## src/rtl/obj_points.sv

```systemverilog
// Extreme-point extractor: tracks top/bottom/left/right foreground pixels
// of a raster-ordered 1-bit mask and emits them once per frame.
`timescale 1ns/1ps
module obj_points #(
  parameter int IC     = 48,
  parameter int IR     = 32,
  parameter int ICW    = 11,
  parameter int IRW    = 11,
  parameter int CCW    = 4*(ICW+IRW),
  parameter int REG_DW = 32
) (
  input  logic              clk,
  input  logic              rstn,
  input  logic              s_pix_tdata,
  input  logic              s_pix_tvalid,
  output logic              s_pix_tready,
  input  logic [3:0]        s_pix_tuser,
  input  logic              s_pix_tlast,
  output logic [CCW-1:0]    m_points_tdata,
  output logic              m_points_tvalid,
  input  logic              m_points_tready,
  output logic [3:0]        m_points_tuser,
  output logic              m_points_tlast,
  output logic [2*REG_DW-1:0] reg_cnt,
  output logic [REG_DW-1:0] reg_sta,
  output logic [REG_DW-1:0] reg_err
);

  typedef struct packed {
    logic [IRW-1:0] y;
    logic [ICW-1:0] x;
  } pt_t;

  typedef enum logic {
    IDLE,
    FRAME
  } state_t;

  state_t state;
  state_t state_nx;

  logic sof;
  logic eof;
  logic eol;
  logic unused_in;

  assign sof = s_pix_tuser[3];
  assign eof = s_pix_tuser[2];
  assign eol = s_pix_tuser[0];
  assign unused_in = ^{s_pix_tuser[1], s_pix_tlast};

  logic rdy_q;
  logic fire;
  logic active;
  logic fg;
  logic emit;

  logic [ICW-1:0] x_cnt;
  logic [IRW-1:0] y_cnt;
  pt_t            pos;

  pt_t              top_q;
  pt_t              bot_q;
  pt_t              lft_q;
  pt_t              rgt_q;
  logic             hit_q;
  logic [REG_DW-1:0] pix_q;

  pt_t              top_b;
  pt_t              bot_b;
  pt_t              lft_b;
  pt_t              rgt_b;
  logic             hit_b;
  logic [REG_DW-1:0] pix_b;

  pt_t              top_n;
  pt_t              bot_n;
  pt_t              lft_n;
  pt_t              rgt_n;
  logic             hit_n;
  logic [REG_DW-1:0] pix_n;

  logic [REG_DW-1:0] frames_q;
  logic [REG_DW-1:0] pix_last_q;
  logic              empty_q;
  logic [2:0]        err_q;
  logic [2:0]        err_set;

  // Ready is held low through reset and for the first cycle after release.
  always_ff @(posedge clk or negedge rstn) begin
    if (!rstn) begin
      rdy_q <= 1'b0;
    end else begin
      rdy_q <= 1'b1;
    end
  end

  assign s_pix_tready = rdy_q & (~m_points_tvalid | m_points_tready);
  assign fire         = s_pix_tvalid & s_pix_tready;

  always_comb begin
    pos = '0;
    if (!sof) begin
      pos.x = x_cnt;
      pos.y = y_cnt;
    end
  end

  always_ff @(posedge clk or negedge rstn) begin
    if (!rstn) begin
      x_cnt <= '0;
      y_cnt <= '0;
    end else if (fire) begin
      if (eof) begin
        x_cnt <= '0;
        y_cnt <= '0;
      end else if (eol) begin
        x_cnt <= '0;
        y_cnt <= pos.y + IRW'(1);
      end else begin
        x_cnt <= pos.x + ICW'(1);
        y_cnt <= pos.y;
      end
    end
  end

  always_ff @(posedge clk or negedge rstn) begin
    if (!rstn) begin
      state <= IDLE;
    end else begin
      state <= state_nx;
    end
  end

  always_comb begin
    state_nx = state;
    if (fire) begin
      if (sof) begin
        state_nx = eof ? IDLE : FRAME;
      end else if (eof) begin
        state_nx = IDLE;
      end
    end
  end

  assign active = fire & (sof | (state == FRAME));
  assign fg     = active & s_pix_tdata;
  assign emit   = active & eof;

  // A sof beat starts from cleared accumulators, even mid-frame.
  always_comb begin
    top_b = top_q;
    bot_b = bot_q;
    lft_b = lft_q;
    rgt_b = rgt_q;
    hit_b = hit_q;
    pix_b = pix_q;
    if (sof) begin
      top_b = '0;
      bot_b = '0;
      lft_b = '0;
      rgt_b = '0;
      hit_b = 1'b0;
      pix_b = '0;
    end
  end

  always_comb begin
    top_n = top_b;
    bot_n = bot_b;
    lft_n = lft_b;
    rgt_n = rgt_b;
    hit_n = hit_b;
    pix_n = pix_b;
    if (fg) begin
      hit_n = 1'b1;
      bot_n = pos;
      if (pix_b != '1) begin
        pix_n = pix_b + REG_DW'(1);
      end
      if (!hit_b) begin
        top_n = pos;
      end
      if (!hit_b || (pos.x < lft_b.x)) begin
        lft_n = pos;
      end
      if (!hit_b || (pos.x > rgt_b.x)) begin
        rgt_n = pos;
      end
    end
  end

  always_ff @(posedge clk or negedge rstn) begin
    if (!rstn) begin
      top_q <= '0;
      bot_q <= '0;
      lft_q <= '0;
      rgt_q <= '0;
      hit_q <= 1'b0;
      pix_q <= '0;
    end else if (emit) begin
      top_q <= '0;
      bot_q <= '0;
      lft_q <= '0;
      rgt_q <= '0;
      hit_q <= 1'b0;
      pix_q <= '0;
    end else if (active) begin
      top_q <= top_n;
      bot_q <= bot_n;
      lft_q <= lft_n;
      rgt_q <= rgt_n;
      hit_q <= hit_n;
      pix_q <= pix_n;
    end
  end

  always_ff @(posedge clk or negedge rstn) begin
    if (!rstn) begin
      m_points_tvalid <= 1'b0;
      m_points_tdata  <= '0;
      m_points_tuser  <= '0;
      frames_q        <= '0;
      pix_last_q      <= '0;
      empty_q         <= 1'b0;
    end else if (emit) begin
      m_points_tvalid <= 1'b1;
      m_points_tdata  <= hit_n ? {top_n, bot_n, lft_n, rgt_n} : '0;
      m_points_tuser  <= {3'b110, ~hit_n};
      frames_q        <= frames_q + REG_DW'(1);
      pix_last_q      <= pix_n;
      empty_q         <= ~hit_n;
    end else if (m_points_tready) begin
      m_points_tvalid <= 1'b0;
    end
  end

  assign m_points_tlast = m_points_tvalid;

  always_comb begin
    err_set    = '0;
    err_set[0] = fire & ((sof & (state == FRAME)) |
                         (eof & ~sof & (state == IDLE)));
    err_set[1] = fire & eol & (pos.x != ICW'(IC-1));
    err_set[2] = fire & eof &
                 ((pos.x != ICW'(IC-1)) | (pos.y != IRW'(IR-1)));
  end

  always_ff @(posedge clk or negedge rstn) begin
    if (!rstn) begin
      err_q <= '0;
    end else begin
      err_q <= err_q | err_set;
    end
  end

  assign reg_cnt = {pix_last_q, frames_q};
  assign reg_sta = {{(REG_DW-3){1'b0}}, empty_q, m_points_tvalid,
                    (state == FRAME)};
  assign reg_err = {{(REG_DW-3){1'b0}}, err_q};

endmodule

```

## config.mk

```make
export PLATFORM = sky130hd
export DESIGN_NAME = obj_points
export DESIGN_NICKNAME = d
export VERILOG_FILES = /design/src/rtl/obj_points.sv
export SDC_FILE = /design/constraint.sdc
export NUM_CORES = 1
export LEC_CHECK = 0
export CAP_MARGIN = 5
export CORE_MARGIN = 2
export CORE_UTILIZATION = 45
export CTS_CLUSTER_DIAMETER = 30
export CTS_CLUSTER_SIZE = 8
export DETAILED_ROUTE_END_ITERATION = 8
export PLACE_DENSITY = 0.79
export SLEW_MARGIN = 5
export SYNTH_ARGS = -nofsm -noshare
export SYNTH_HDL_FRONTEND = slang
export SYNTH_SLANG_ARGS = --single-unit
```

## constraint.sdc

```tcl
create_clock -name clk -period 2.6 [get_ports clk]
set_input_delay 0.52 -clock clk [delete_from_list [all_inputs] [get_ports clk]]
set_output_delay 0.52 -clock clk [all_outputs]
set_load 0.02 [all_outputs]
```

Word level (Yosys, flattened, before mapping)
Index checks and enable logic that the tools add are counted.

storage, ports and cells
  register bits = 304
  input bits = 10
  output and inout bits = 223
  word-level logic and storage cells = 98

cells by class
  add/sub/neg operators = 4
  order comparisons = 2
  eq/ne operators = 3
  muxes and demuxes = 39
  bitwise operators = 22
  reduce and logical (&&, ||, !) cells = 7

operators by type and width
  kind                   count
  $mux 22                20
  $mux 32                5
  $mux 88                1
  $add 32x1->32 const B  2
  $mux 11                4
  $ne 32x32->1 const B   1
  $add 11x1->11 const B  2
  $and 1x1->1            13
  $gt 11x11->1           1
  $lt 11x11->1           1
  $ne 11x5->1 const B    1
  $ne 11x6->1 const B    1
  $mux 1                 9
  $reduce_bool 2->1      3
  $not 1->1              4
  $or 1x1->1             4
  $or 3x3->3             1
  $logic_or 1x1->1       2
  $reduce_and 2->1       1
  $logic_not 1->1        1

Logic depth before layout (Yosys ltp)
  depth in word-level cells = 9
  gate-level depth with buffers = 16
  mapped depth without buffers = 9

Least setup slack after synthesis
Ideal clock, no wire load.

  path kind = input to register
  from = input s_pix_tuser[3]
  to = register rgt_q[5] (netlist bit)
  library setup time = 0.066 ns
  arrival time = 3.775 ns
  required time = 2.534 ns
  setup slack = -1.242 ns
  stages = 16
  buffers on the path = 8
  path through = buf_2 clkbuf_1 clkbuf_1 buf_2 clkbuf_1 clkbuf_1 nand2b_1 ha_1 and4_1 o211a_1 and3_1 a211oi_1 and2_0 clkbuf_1 buf_2 a22o_1

on the way
  longest elaborated chain between the ends = 7
  elaborated cells on any way between the ends = 15
  classes of those cells = order compare: 1; mux: 7; bitwise: 4; reduce/logical: 3

RTL lines
  element                                          line  text
  start: declaration                               17    input logic [3:0] s_pix_tuser,
  $mux 22, or another cell as far along            103   if (!sof) begin
  $gt 11x11->1 or $logic_not 1->1 (tied branches)  187   if (!hit_b || (pos.x > rgt_b.x)) begin
  $logic_or 1x1->1                                 187
  $mux 22                                          187
  $mux 22                                          175   if (fg) begin
  $mux 22                                          208   end else if (active) begin
  $mux 22                                          201   end else if (emit) begin
  end signal: assignment                           212   rgt_q <= rgt_n;
  end: declaration                                 65    pt_t rgt_q;

Several ways; a longest one is shown, not always the timed one. The select of a mux whose other input is x is not followed.
A chain may end at the register's enable or synchronous reset.

Worst setup path in the final report
  from = register x_cnt[7]
  to = register rgt_q[20] (netlist bit)

on the way
  longest elaborated chain between the ends = 7

RTL lines
  element                   line  text
  start: declaration        58    logic [ICW-1:0] x_cnt;
  start signal: assignment  121   x_cnt <= pos.x + ICW'(1);
  $mux 22                   103
  $gt 11x11->1              187
  $logic_or 1x1->1          187
  $mux 22                   187
  $mux 22                   175
  $mux 22                   208
  $mux 22                   201

Every way passes these cells. The select of a mux whose other input is x is not followed.

==> run_results.csv <==
group,metric,value,unit
routing,num_vias,13415,
clocking,clk_path_buf_depth,3,
logic_synthesis,synth.top_cell.area_share,49.9,%
clocking,path_clk_slew,0.05,ns
floorplan,dieArea,35200,um2
logic_synthesis,seq_area_frac_synth,49.9,%
logic_synthesis,ys_top_cells_by_count,"dfrtp_1 (303), nand2_1 (161), o21ai_0 (121)",
setup_path,cp_max_fo,15,
setup_path,crit_start,"x_cnt[7]",
logic_synthesis,synthXorXnorAreaFrac,3.69,%
routing,drt-pass1-iter-count,6,
setup_path,cp_slowest_cell,"dfrtp_1",
routing,viasPerCell,5.80,
global_route,antenna_found_initial,1,
routing,route.detailed.drc,0,
timing,report.final.hold_viol_count,0,
logic_synthesis,synth_seq_cells,303,
placement,gp_congestion,0.919,
setup_path,worstReg2RegStart,"x_cnt[7]",
logic_synthesis,ys_warn_count,0,
logic_synthesis,synthAdderAreaFrac,1.73,%
power_and_ir_drop,ir_drop,428,uV
timing,finalSetupViolCount,0,
power_and_ir_drop,power.density,708,nW/um2
floorplan,pin_count,233,
timing,fin_skew,0.0220,ns
setup_path,path_delay_family,"compound AO/OA/AOI/OAI gates",
timing,tightest_slew,0.724,ns
timing,slew_headroom,51.8,%
timing,period_share,98.0,%
worst_hold_path,min_from,"m_points_tdata[84]",
logic_synthesis,synth_top_family_by_area,"simple AND/OR/NAND/NOR gates",
clocking,cts_num_sinks,303,
logic_synthesis,yosysMostFrequentCell,"dfrtp_1",
power_and_ir_drop,leakage,9.66,nW
global_route,grt_pass1_vias,13601,
setup_path,path_buf_inv,3,
setup_path,crit_type,"reg -> reg",
routing,antenna_left,0,
floorplan,die_w,188,um
global_route,grt_max_degree,81,
setup_path,crit_path_cell_trace,"nand2b_1 > inv_1 > ha_1 > and4_1 > o211a_1 > a221oi_2 > a211oi_2 > buf_4 > and2_0 > buf_12 > a22o_1",
logic_synthesis,ys_top_cells_by_area,"dfrtp_1 (50%), a22o_1 (5.9%), o21ai_0 (4.0%)",
timing,fin_crit,2.55,ns
layout,drive_above_1_share,19.7,%
floorplan,die_h,188,um
setup_path,max_stage_delay,0.39,ns
setup_path,cp.required,3.04,ns
global_route,track_usage,26.3,%
logic_synthesis,synth_edf_count,0,
timing,clock.fmax,392,MHz
floorplan,coreArea,33400,um2
job,maxCapViolations,0,
logic_synthesis,netlist_area,15200,um2
timing,whs,0.473,ns
setup_path,crit_path_end_kind,"flop",
placement,placed_cell_area,18500,um2
logic_synthesis,synth-simple-area-share,17.4,%
floorplan,fp-row-count,67,
timing,finalMaxSlewViolations,0,
logic_synthesis,synthArstFlopShare,100,%
logic_synthesis,synth_compound_area_share,17.4,%
layout,final_util,63.3,%
layout,fin_area,21100,um2
global_route,overflow,0,
placement,dp.cells,2183,
clocking,cts_root_buffer,"clkbuf_16",
layout,syn_to_final_growth,39.1,%
logic_synthesis,syn_inst,1497,
logic_synthesis,yosys.area.top_type,"dfrtp_1",
routing,dr.first_iter.drc_count,1282,
status,outcome,"finished, final reports clean",
clocking,cts_tree,"done",
global_route,grt_pass1_wl,73.9,mm
logic_synthesis,synth_area_per_cell,10.1,um2
layout,stdcell_count,2313,
logic_synthesis,synth.area.mux_share,3.04,%
layout,num_antenna_cells,0,
logic_synthesis,yosysUniqueCellTypes,72,
timing,rsz0062_at_grt,"yes",
layout,num-fill-cells,2555,
worst_hold_path,hold_path_class,"reg -> reg",
floorplan,start_util,45.5,%
clocking,clock_latency,0.57,ns
routing,finalWirelength,46.8,mm
layout,nNetsFinal,1843,
clocking,htree_levels,3,
setup_path,worst_ep_arrival_time,2.99,ns
routing,detail_route.wl_per_cell,20.2,um
placement,hpwl,30.8,mm
placement,portBuffers,171,
clocking,cts_buffers,69,
logic_synthesis,synth_ff_type,"dfrtp_1",
setup_path,worstSetupStartpointType,"flop",
timing,fin_setup_tns,0,ns
-- path summary, 6_finish.rpt --
path	to	slack [ns]	cells after the start
worst max-delay path	rgt_q[20]	0.05	11
worst min-delay path	m_points_tdata[84]	0.47	2
worst max register to register	rgt_q[20]	0.05	11
worst min register to register	m_points_tdata[84]	0.47	2
max in group asynchronous	m_points_tdata[57]	1.22	3
min in group asynchronous	m_points_tdata[8]	0.57	2
-- registers in the layout, summed over array words and instances, names as in the netlist --
signal          cells
m_points_tuser      2
x_cnt              11
y_cnt              11
pix_q              32
hit_q               1
rgt_q              22
rdy_q               1
bot_q              22
m_points_tlast      1
err_q               3
m_points_tdata     88
lft_q              22
top_q              22
pix_last_q         32
frames_q           32
state               1
-- cell families (layout without fill, tap and decap cells) --
| group | after synthesis | after routing |
|---|---|---|
| and+or+nand+nor | 491 | 491 |
| AOI/OAI and AO/OA | 375 | 375 |
| DFF | 303 | 303 |
| buffers and inverters | 195 | 505 |
| xor gates and xnor gates | 64 | 64 |
| muxes | 46 | 46 |
| adders and majority gates | 21 | 21 |
| other | 2 | 60 |
-- area by class of cell --
type,instances,area (um2),share of cell area [%]
clock inverter,24,435,2.06
inverter,21,78.8,0.373
tap,448,561,2.65
timing repair buffer,360,3350,15.9
sequential,303,7580,35.9
clock buffer,100,2040,9.68
multi-input combinational,1057,7070,33.5
-- what timing repair did --
action / CTS / global route
pin swaps: 1 / 6
hold buffers: 1 / 0
endpoints found under the setup margin: 36 / 65
hold endpoints to repair: 43 / 0
setup buffers: 1 / 3
gates cloned: 0 / 1
resized for setup: 2 / 15
-- where the power goes --
| group | leakage, nW | internal [mW] | switching, mW |
|---|---|---|---|
| Sequential | 4.19 | 4.80 | 0.0903 |
| Combinational | 4.27 | 0.332 | 0.617 |
| Clock | 1.19 | 6.34 | 2.78 |
| Total | 9.66 | 11.5 | 3.48 |
-- through the flow --
step / power, mW / worst slack (ns)
final: 15.0 / 0.0515
after global routing: 15.4 / -0.0314
after CTS: 15.0 / 0.0383
after detailed placement: 5.88 / -0.562
after global placement: 5.86 / -0.480
after floorplan: 5.51 / -0.735
-- worst min-delay path: cells and delay by family (launching register included) --
kind	cells	cell delay (ns)
compound gates	1	0.06
simple gates	1	0.05
flops	1	0.33
-- routing by layer --
| metal | GRT usage (%) | routed length, um | vias to the layer above |
|---|---|---|---|
| li1 | - | - | 5916 |
| met1 | 35.6 | 19600 | 6644 |
| met2 | 41.1 | 21300 | 724 |
| met3 | 6.38 | 4380 | 129 |
| met4 | 10.3 | 1460 | 2 |
| met5 | 0 | 13 | - |
-- layout by cell type, fill, tap and decap left out, drive strengths merged, types with 22 or more instances in the layout --
cell / count
dfrtp: 303
inv: 22
and3: 34
a22o: 102
conb: 60
nand2: 161
clkdlybuf4s50: 168
nor2: 51
mux2i: 45
a221o: 37
clkbuf: 102
o21ai: 125
nand4: 26
nand3: 36
xnor2: 45
nor2b: 49
a21oi: 41
buf: 189
nand2b: 47
(Power assumes the default switching activity.)
